**config.mk**
```make
export PLATFORM = sky130hd
export DESIGN_NAME = hazard_ctrl
export DESIGN_NICKNAME = d
export VERILOG_FILES = /design/src/rtl/pipe_pkg.sv /design/src/rtl/perf_cnt.sv /design/src/rtl/hazard_ctrl.sv
export SDC_FILE = /design/constraint.sdc
export NUM_CORES = 1
export LEC_CHECK = 0
export BUFFER_PORTS_ARGS = -buffer_cell sky130_fd_sc_hd__buf_2
export CAP_MARGIN = 20
export CORE_ASPECT_RATIO = 1.2
export CORE_MARGIN = 1
export CORE_UTILIZATION = 42
export DETAILED_ROUTE_END_ITERATION = 10
export GPL_ROUTABILITY_DRIVEN = 1
export PLACE_DENSITY = 0.75
export SLEW_MARGIN = 20
export SYNTH_ARGS = -nofsm -noshare
export SYNTH_HDL_FRONTEND = slang
export SYNTH_SLANG_ARGS = --single-unit
```
**constraint.sdc**
```tcl
create_clock -name clk -period 4 [get_ports clk]
set_input_delay 0 -clock clk [delete_from_list [all_inputs] [get_ports clk]]
set_output_delay 0 -clock clk [all_outputs]
set_load 0.03 [all_outputs]
```
**src/rtl/pipe_pkg.sv**
```systemverilog
// Shared miniRV pipeline definitions: the sequencer FSM state, the default
// memory-wait timeout and the per-stage hold/flush control bundle.
package pipe_pkg;

    // Default limit on consecutive data-memory wait cycles before a forced release
    localparam int TIMEOUT_CYC_DEF = 64;

    // Legacy-compatible state encodings, wrapped by the enum below
    localparam logic [0:0] ST_RUN      = 1'b0;
    localparam logic [0:0] ST_MEM_WAIT = 1'b1;

    typedef enum logic [0:0] {
        RUN      = ST_RUN,
        MEM_WAIT = ST_MEM_WAIT
    } state_e;

    // Hold/flush controls for the pipeline registers, reused by the register stages
    typedef struct packed {
        logic keep_pc;
        logic keep_if_id;
        logic keep_id_ex;
        logic keep_ex_dm;
        logic flush_if_id;
        logic flush_id_ex;
        logic flush_dm_wb;
    } stage_ctrl_t;

    // Memory wait: freeze everything up to EX/DM and bubble DM/WB
    localparam stage_ctrl_t CTRL_MEM_WAIT = '{
        keep_pc: 1'b1, keep_if_id: 1'b1, keep_id_ex: 1'b1, keep_ex_dm: 1'b1,
        flush_if_id: 1'b0, flush_id_ex: 1'b0, flush_dm_wb: 1'b1
    };

    // Taken branch in EX: squash the two younger instructions
    localparam stage_ctrl_t CTRL_BRANCH = '{
        keep_pc: 1'b0, keep_if_id: 1'b0, keep_id_ex: 1'b0, keep_ex_dm: 1'b0,
        flush_if_id: 1'b1, flush_id_ex: 1'b1, flush_dm_wb: 1'b0
    };

    // Load-use: hold fetch/decode one cycle and insert a bubble into EX
    localparam stage_ctrl_t CTRL_LOAD_USE = '{
        keep_pc: 1'b1, keep_if_id: 1'b1, keep_id_ex: 1'b0, keep_ex_dm: 1'b0,
        flush_if_id: 1'b0, flush_id_ex: 1'b1, flush_dm_wb: 1'b0
    };

endpackage

```
**src/rtl/perf_cnt.sv**
```systemverilog
// Wrapping event counter with an increment enable.
module perf_cnt #(
    parameter int CNT_W = 32
) (
    input  logic             clk,
    input  logic             srst,
    input  logic             inc_en,
    output logic [CNT_W-1:0] count
);

    logic [CNT_W-1:0] count_reg;

    // Count enabled cycles; natural overflow gives modulo 2^CNT_W wrap
    always_ff @(posedge clk) begin
        if (srst) begin
            count_reg <= '0;
        end else if (inc_en) begin
            count_reg <= count_reg + 1'b1;
        end
    end

    assign count = count_reg;

endmodule

```
**src/rtl/hazard_ctrl.sv**
```systemverilog
// Stall/flush sequencer for the five-stage miniRV pipeline. Merges the
// data-memory wait, EX branch redirect and load-use stall into per-stage
// hold/flush controls, with a memory-wait timeout and performance counters.
module hazard_ctrl
    import pipe_pkg::*;
#(
    parameter int TIMEOUT_CYC = TIMEOUT_CYC_DEF,
    parameter int CNT_W       = 32
) (
    input  logic             clk,
    input  logic             rst,
    input  logic             load_use_i,
    input  logic             branch_ex_i,
    input  logic             dm_req_dm_i,
    input  logic             dm_ack_i,
    output logic             dm_req_o,
    output logic             redirect_en_o,
    output logic             keep_pc_o,
    output logic             keep_if_id_o,
    output logic             keep_id_ex_o,
    output logic             keep_ex_dm_o,
    output logic             flush_if_id_o,
    output logic             flush_id_ex_o,
    output logic             flush_dm_wb_o,
    output logic             bus_err_o,
    output logic [CNT_W-1:0] stall_cnt_o,
    output logic [CNT_W-1:0] flush_cnt_o,
    output logic             state_o
);

    // Wait counter only has to reach TIMEOUT_CYC-1
    localparam int               WAIT_W    = (TIMEOUT_CYC > 2) ? $clog2(TIMEOUT_CYC) : 1;
    localparam logic [WAIT_W-1:0] WAIT_LAST = WAIT_W'(TIMEOUT_CYC - 1);

    state_e            state_reg, state_next;
    logic [WAIT_W-1:0] wait_cnt_reg, wait_cnt_next;
    logic              bus_err_reg, bus_err_next;

    logic              timeout;
    logic              mem_stall;
    stage_ctrl_t       ctrl;
    logic              redirect_en;

    // The counter is cleared in RUN, so a timeout can only occur while waiting
    assign timeout   = (state_reg == MEM_WAIT) && (wait_cnt_reg == WAIT_LAST);
    assign mem_stall = dm_req_dm_i & ~dm_ack_i & ~timeout;

    // Priority merge of the hazard sources into stage controls
    always_comb begin
        ctrl        = '0;
        redirect_en = 1'b0;
        if (mem_stall) begin
            // Branch and load-use stay frozen upstream until the wait releases
            ctrl = CTRL_MEM_WAIT;
        end else if (branch_ex_i) begin
            // A coincident load-use is dropped: its consumer is being squashed
            ctrl        = CTRL_BRANCH;
            redirect_en = 1'b1;
        end else if (load_use_i) begin
            ctrl = CTRL_LOAD_USE;
        end
    end

    // Next-state, wait-count and sticky error logic
    always_comb begin
        state_next    = state_reg;
        wait_cnt_next = '0;
        bus_err_next  = bus_err_reg | (timeout & dm_req_dm_i & ~dm_ack_i);
        case (state_reg)
            RUN: begin
                // A zero-wait access (ack with request) never leaves RUN
                if (mem_stall) begin
                    state_next = MEM_WAIT;
                end
            end
            MEM_WAIT: begin
                // Leave on ack, timeout, or the request going away
                if (mem_stall) begin
                    wait_cnt_next = wait_cnt_reg + 1'b1;
                end else begin
                    state_next = RUN;
                end
            end
            default: begin
                state_next = RUN;
            end
        endcase
    end

    // State, wait counter and error flag registers
    always_ff @(posedge clk) begin
        if (rst) begin
            state_reg    <= RUN;
            wait_cnt_reg <= '0;
            bus_err_reg  <= 1'b0;
        end else begin
            state_reg    <= state_next;
            wait_cnt_reg <= wait_cnt_next;
            bus_err_reg  <= bus_err_next;
        end
    end

    // Performance counters: index 0 counts stall cycles, index 1 redirects
    logic [1:0]       cnt_en;
    logic [CNT_W-1:0] cnt_val [2];

    assign cnt_en[0] = ctrl.keep_pc;
    assign cnt_en[1] = redirect_en;

    generate
        for (genvar gi = 0; gi < 2; gi++) begin : g_perf
            perf_cnt #(
                .CNT_W (CNT_W)
            ) u_perf_cnt (
                .clk    (clk),
                .srst   (rst),
                .inc_en (cnt_en[gi]),
                .count  (cnt_val[gi])
            );
        end
    endgenerate

    assign dm_req_o      = dm_req_dm_i;
    assign redirect_en_o = redirect_en;
    assign keep_pc_o     = ctrl.keep_pc;
    assign keep_if_id_o  = ctrl.keep_if_id;
    assign keep_id_ex_o  = ctrl.keep_id_ex;
    assign keep_ex_dm_o  = ctrl.keep_ex_dm;
    assign flush_if_id_o = ctrl.flush_if_id;
    assign flush_id_ex_o = ctrl.flush_id_ex;
    assign flush_dm_wb_o = ctrl.flush_dm_wb;
    assign bus_err_o     = bus_err_reg;
    assign stall_cnt_o   = cnt_val[0];
    assign flush_cnt_o   = cnt_val[1];
    assign state_o       = state_reg;

endmodule

```
After elaboration in Yosys (flattened, before gate mapping)
Index checks and enable logic that the tools add are counted.

Add/sub/neg operators: 3. Shift operators: 0. $lt $le $gt $ge: 0. Bitwise gates (word level): 9. Muxes and demuxes: 6. Reduce and logical (&&, ||, !) cells: 2. Div/mod/pow operators: 0. Equal/unequal tests: 1. $mul: 0.

Operators by type and width (count): $add A32 B1 Y32 const B (2); $mux W7 (3); $add A6 B1 Y6 const B (1); $eq A6 B6 Y1 const B (1); $and A1 B1 Y1 (4); $not A1 Y1 (4); $mux W1 (3); $reduce_or A3 Y1 (1); $logic_and A1 B1 Y1 (1); $or A1 B1 Y1 (1).

Output and inout port bits: 75. RAM bits: 0. Word-level logic and storage cells: 26. Input bits: 6. Bits in latches: 0. Register bits: 72. Bits in read-only memories: 0. Memories kept: 0.

Depth between registers and ports, before layout
Word-level depth: 6. Mapped depth: 8. Depth with buffers taken out: 7.

By module
Synthesis repeated with hierarchy kept, for this count alone.

Cells, all modules: 407. Area total of the unflattened synthesis: 3514.6 µm².

Modules (own cells, without submodules): perf_cnt (cells each 181, times used 2, area each 1564.0 µm²); hazard_ctrl (cells each 45, times used 1, area each 386.6 µm²).

Worst setup path after synthesis
Ideal clock, no wire load.

Path kind: reg2reg. Start: register g_perf[0].u_perf_cnt.count_reg[20]. End: register g_perf[0].u_perf_cnt.count_reg[31]. Library setup time: 0.070 ns. Data arrival time: 2.024 ns. Path buffers: 0. Cell stages (with the launch flop): 6. Setup slack: 1.906 ns. Cells stage by stage: dfxtp_1 -> and4_1 -> nand2_1 -> or4_4 -> or4_1 -> a21oi_1.

Longest elaborated chain between the ends: 1.

Ends and longest elaborated chain: from (decl) (RTL line perf_cnt.sv:11) `logic [CNT_W-1:0] count_reg;`; from (signal assigned) (RTL line perf_cnt.sv:18) `count_reg <= count_reg + 1'b1;`; $add A32 B1 Y32 (RTL line perf_cnt.sv:18).

No other way between the ends. A chain may end at the register's enable or synchronous reset.

Final worst setup path
Start: register state_reg (netlist: state_o). End: register g_perf[0].u_perf_cnt.count_reg[22].

Longest elaborated chain between the ends: 4.

Ends and longest elaborated chain: from (decl) (RTL line hazard_ctrl.sv:35) `state_e state_reg, state_next;`; from (signal assigned) (RTL line hazard_ctrl.sv:97) `state_reg <= state_next;`; $logic_and A1 B1 Y1 (RTL line hazard_ctrl.sv:45) `assign timeout = (state_reg == MEM_WAIT) && (wait_cnt_reg == WAIT_LAST);`; $not A1 Y1 (RTL line hazard_ctrl.sv:46) `assign mem_stall = dm_req_dm_i & ~dm_ack_i & ~timeout;`; $and A1 B1 Y1 (RTL line hazard_ctrl.sv:46); $mux W7 (RTL line hazard_ctrl.sv:52) `if (mem_stall) begin`.

No other way between the ends.

==> results.toml <==
[clock_tree]
htree_num_levels = 3
path_clk_slew_ps = 80
post_cts_buffers = 0
clock_path_buffers = 2
cts_root_buffer = "clkbuf_8"
cts_hold_buf = 0
clock_sink_count = 72
cts_buffers = 9
insertion_delay_ps = 340
post_cts_resized = 0
cts_tree = "built"

[timing]
setup_tns_ps = 0
drv_slew = 0
grt_setup_unrepaired = "no"
setup_viol = 0
finalCritPeriodShare_pct = 58.99
final_hold_viol_count = 0
holdWs_ps = 107.8
worst_pin_slew_ps = 989.1
final.setup_skew_ps = 8.968
slew_headroom_pct = 34.06
fin_crit_ps = 2360
fmax_mhz = 423.8

[worst_setup_path]
start_kind = "flip-flop"
critPathArrivalTime_ps = 2630
critical_path_required_ps = 4270
rr_worst_depth = 5
crit_type = "reg2reg"
endpoint_kind = "flip-flop"
crit_fanout = 13
r2r-start = "state_o"
reg2reg_setup_slack_ps = 1640
reg2reg_to = "g_perf[0].u_perf_cnt.count[22]"

[finish]
regArea_mm2 = 0.001441
final_area_mm2 = 0.004023
multi_input_area_mm2 = 0.001800
fillers = 736
drive_above_1_share_pct = 21.95
layout_common_cells = "buf_2, dfxtp_1, nor2_1, a21oi_1, o21ai_0"
nets = 487
layoutNonFillerInstCount = 575
syn2layout_area_growth_pct = 18.33
largest_reg_flops = 64
final_common_cell = "buf_2"
utilization_pct = 51.90
num_antenna_cells = 0

[synthesis]
netlist_area_mm2 = 0.003400
ys.flop_type = "dfxtp_1"
syn-num-nets = 414
async_flop_share_pct = 0
ys_top_cells_by_area = "dfxtp_1, nor2_1, xor2_1"
synth.distinct_cells = 43
yosysTopAreaCell = "dfxtp_1"
ys_ff_latch = 72
synth_top_area_share_pct = 42.40
synth-edff-count = 0
netlist_instances = 405
synth-seq-area-share_pct = 42.40
yosysWarnings = 0
avgSynthCellArea_um2 = 8.394

[hold_path]
min_from = "rst"
hold-path-endpoint = "g_perf[1].u_perf_cnt.count[6]"
hold_class = "in2reg"
worstHoldPathCells = 2

[job]
drv_cap = 0

[placed_design]
portBuffers = 80
dp_cells = 559
dpl-instance-area_mm2 = 0.003810
gp_congestion = 0.8590
hpwl_mm = 5.820

[floorplanning]
dieWidth_um = 84.13
ioPinCount = 81
start_util_pct = 43.86
core_region_area_mm2 = 0.007751
die_y_um = 100.6
rows = 35
dieArea_mm2 = 0.008460

[power_and_ir_drop]
ir_drop_v = 0.0002113
p_leak_nw = 1.524
p_per_area_mw_per_mm2 = 355.6

[global_routing]
grt_max_degree = 41
antenna_found_initial = 0
grt_pass1_wl_mm = 13.61
grt_usage_pct = 19.77
grt_pass1_vias = 3003
grt-ovfl-total = 0

[detailed_routing]
post_drt_wl_per_cell_um = 13.98
drc = 14
ant_nets = 0
vias = 3153
first_iter_violations = 101
viasPerCell = 5.483
firstDrtPassIters = 8
drt-total-wl_mm = 8.040

[status]
failed_checks = "DRC"
status = "finished, violations left"
power breakdown:
part | internal [mW] | switching (mW) | total, mW
clock | 0.352 | 0.269 | 0.621
combinational | 0.0200 | 0.0604 | 0.0804
sequential | 0.722 | 0.00727 | 0.729
metrics by stage:
step	worst slack [ps]	power (mW)
4_1_cts	1665	1.443
5_1_grt	1449	1.479
2_1_floorplan	1906	0.8075
6_report	1640	1.430
3_3_place_gp	1748	0.8241
3_5_place_dp	1687	0.8253
synth_stat cells (all sizes together) (2+ instances only):
cell and instances:
dfxtp 72, nor2 52, nand4 22, and2 3
nor4 3, clkbuf 11, ha 3, a211oi 3
o31ai 9, xor2 22, and4 4, nand2 24
a22oi 2, or2 3, a21oi 32, inv 12
xnor2 14, buf 8, or4 10, nor3 7
or3 22, and3 4, nand3 23, o211ai 5
o2111ai 3, o21ai 25
routing by layer:
metal	part of all wire (%)	GRT usage [%]	wire length, um
met1	45	24.10	3596
met2	49	33.67	3952
met3	5.1	4.177	410
met4	1.0	8.886	80
met5	0	0	0
worst max path at each step:
| stage | start | end | slack, ps | depth (start not counted) |
|---|---|---|---|---|
| floorplan | g_perf[0].u_perf_cnt.count[20] | g_perf[0].u_perf_cnt.count[31] | 1910 | 5 |
| global placement | state_o | g_perf[0].u_perf_cnt.count[20] | 1750 | 5 |
| detailed placement | state_o | g_perf[0].u_perf_cnt.count[22] | 1690 | 5 |
| CTS | state_o | g_perf[0].u_perf_cnt.count[22] | 1660 | 5 |
| global route | wait_cnt_reg[0] | g_perf[1].u_perf_cnt.count[19] | 1450 | 7 |
| finish | state_o | g_perf[0].u_perf_cnt.count[22] | 1640 | 5 |
worst max-delay path: stages, from the launching register on:
cell,delay (ps)
dfxtp_1,330
and4_1,230
nor2_1,550
o211ai_1,450
or4_1,570
a21oi_1,160
cell families (layout without fill, tap and decap cells):
kind of cell | Yosys count | after routing | synth area share [%]
AOI/OAI and AO/OA | 82 | 82 | 14.02
xor gates and xnor gates | 36 | 36 | 9.275
adders and majority gates | 3 | 3 | 1.104
and+or+nand+nor | 181 | 181 | 28.56
DFF | 72 | 72 | 42.40
buffers and inverters | 31 | 109 | 4.637
area by class of cell:
cell class | instances | area share, %
timing repair buffer | 81 | 10.14
multi-input combinational | 302 | 44.76
clock inverter | 5 | 2.022
clock buffer | 11 | 3.266
inverter | 12 | 1.120
tap | 92 | 2.862
sequential | 72 | 35.83
(Power assumes the default switching activity.)
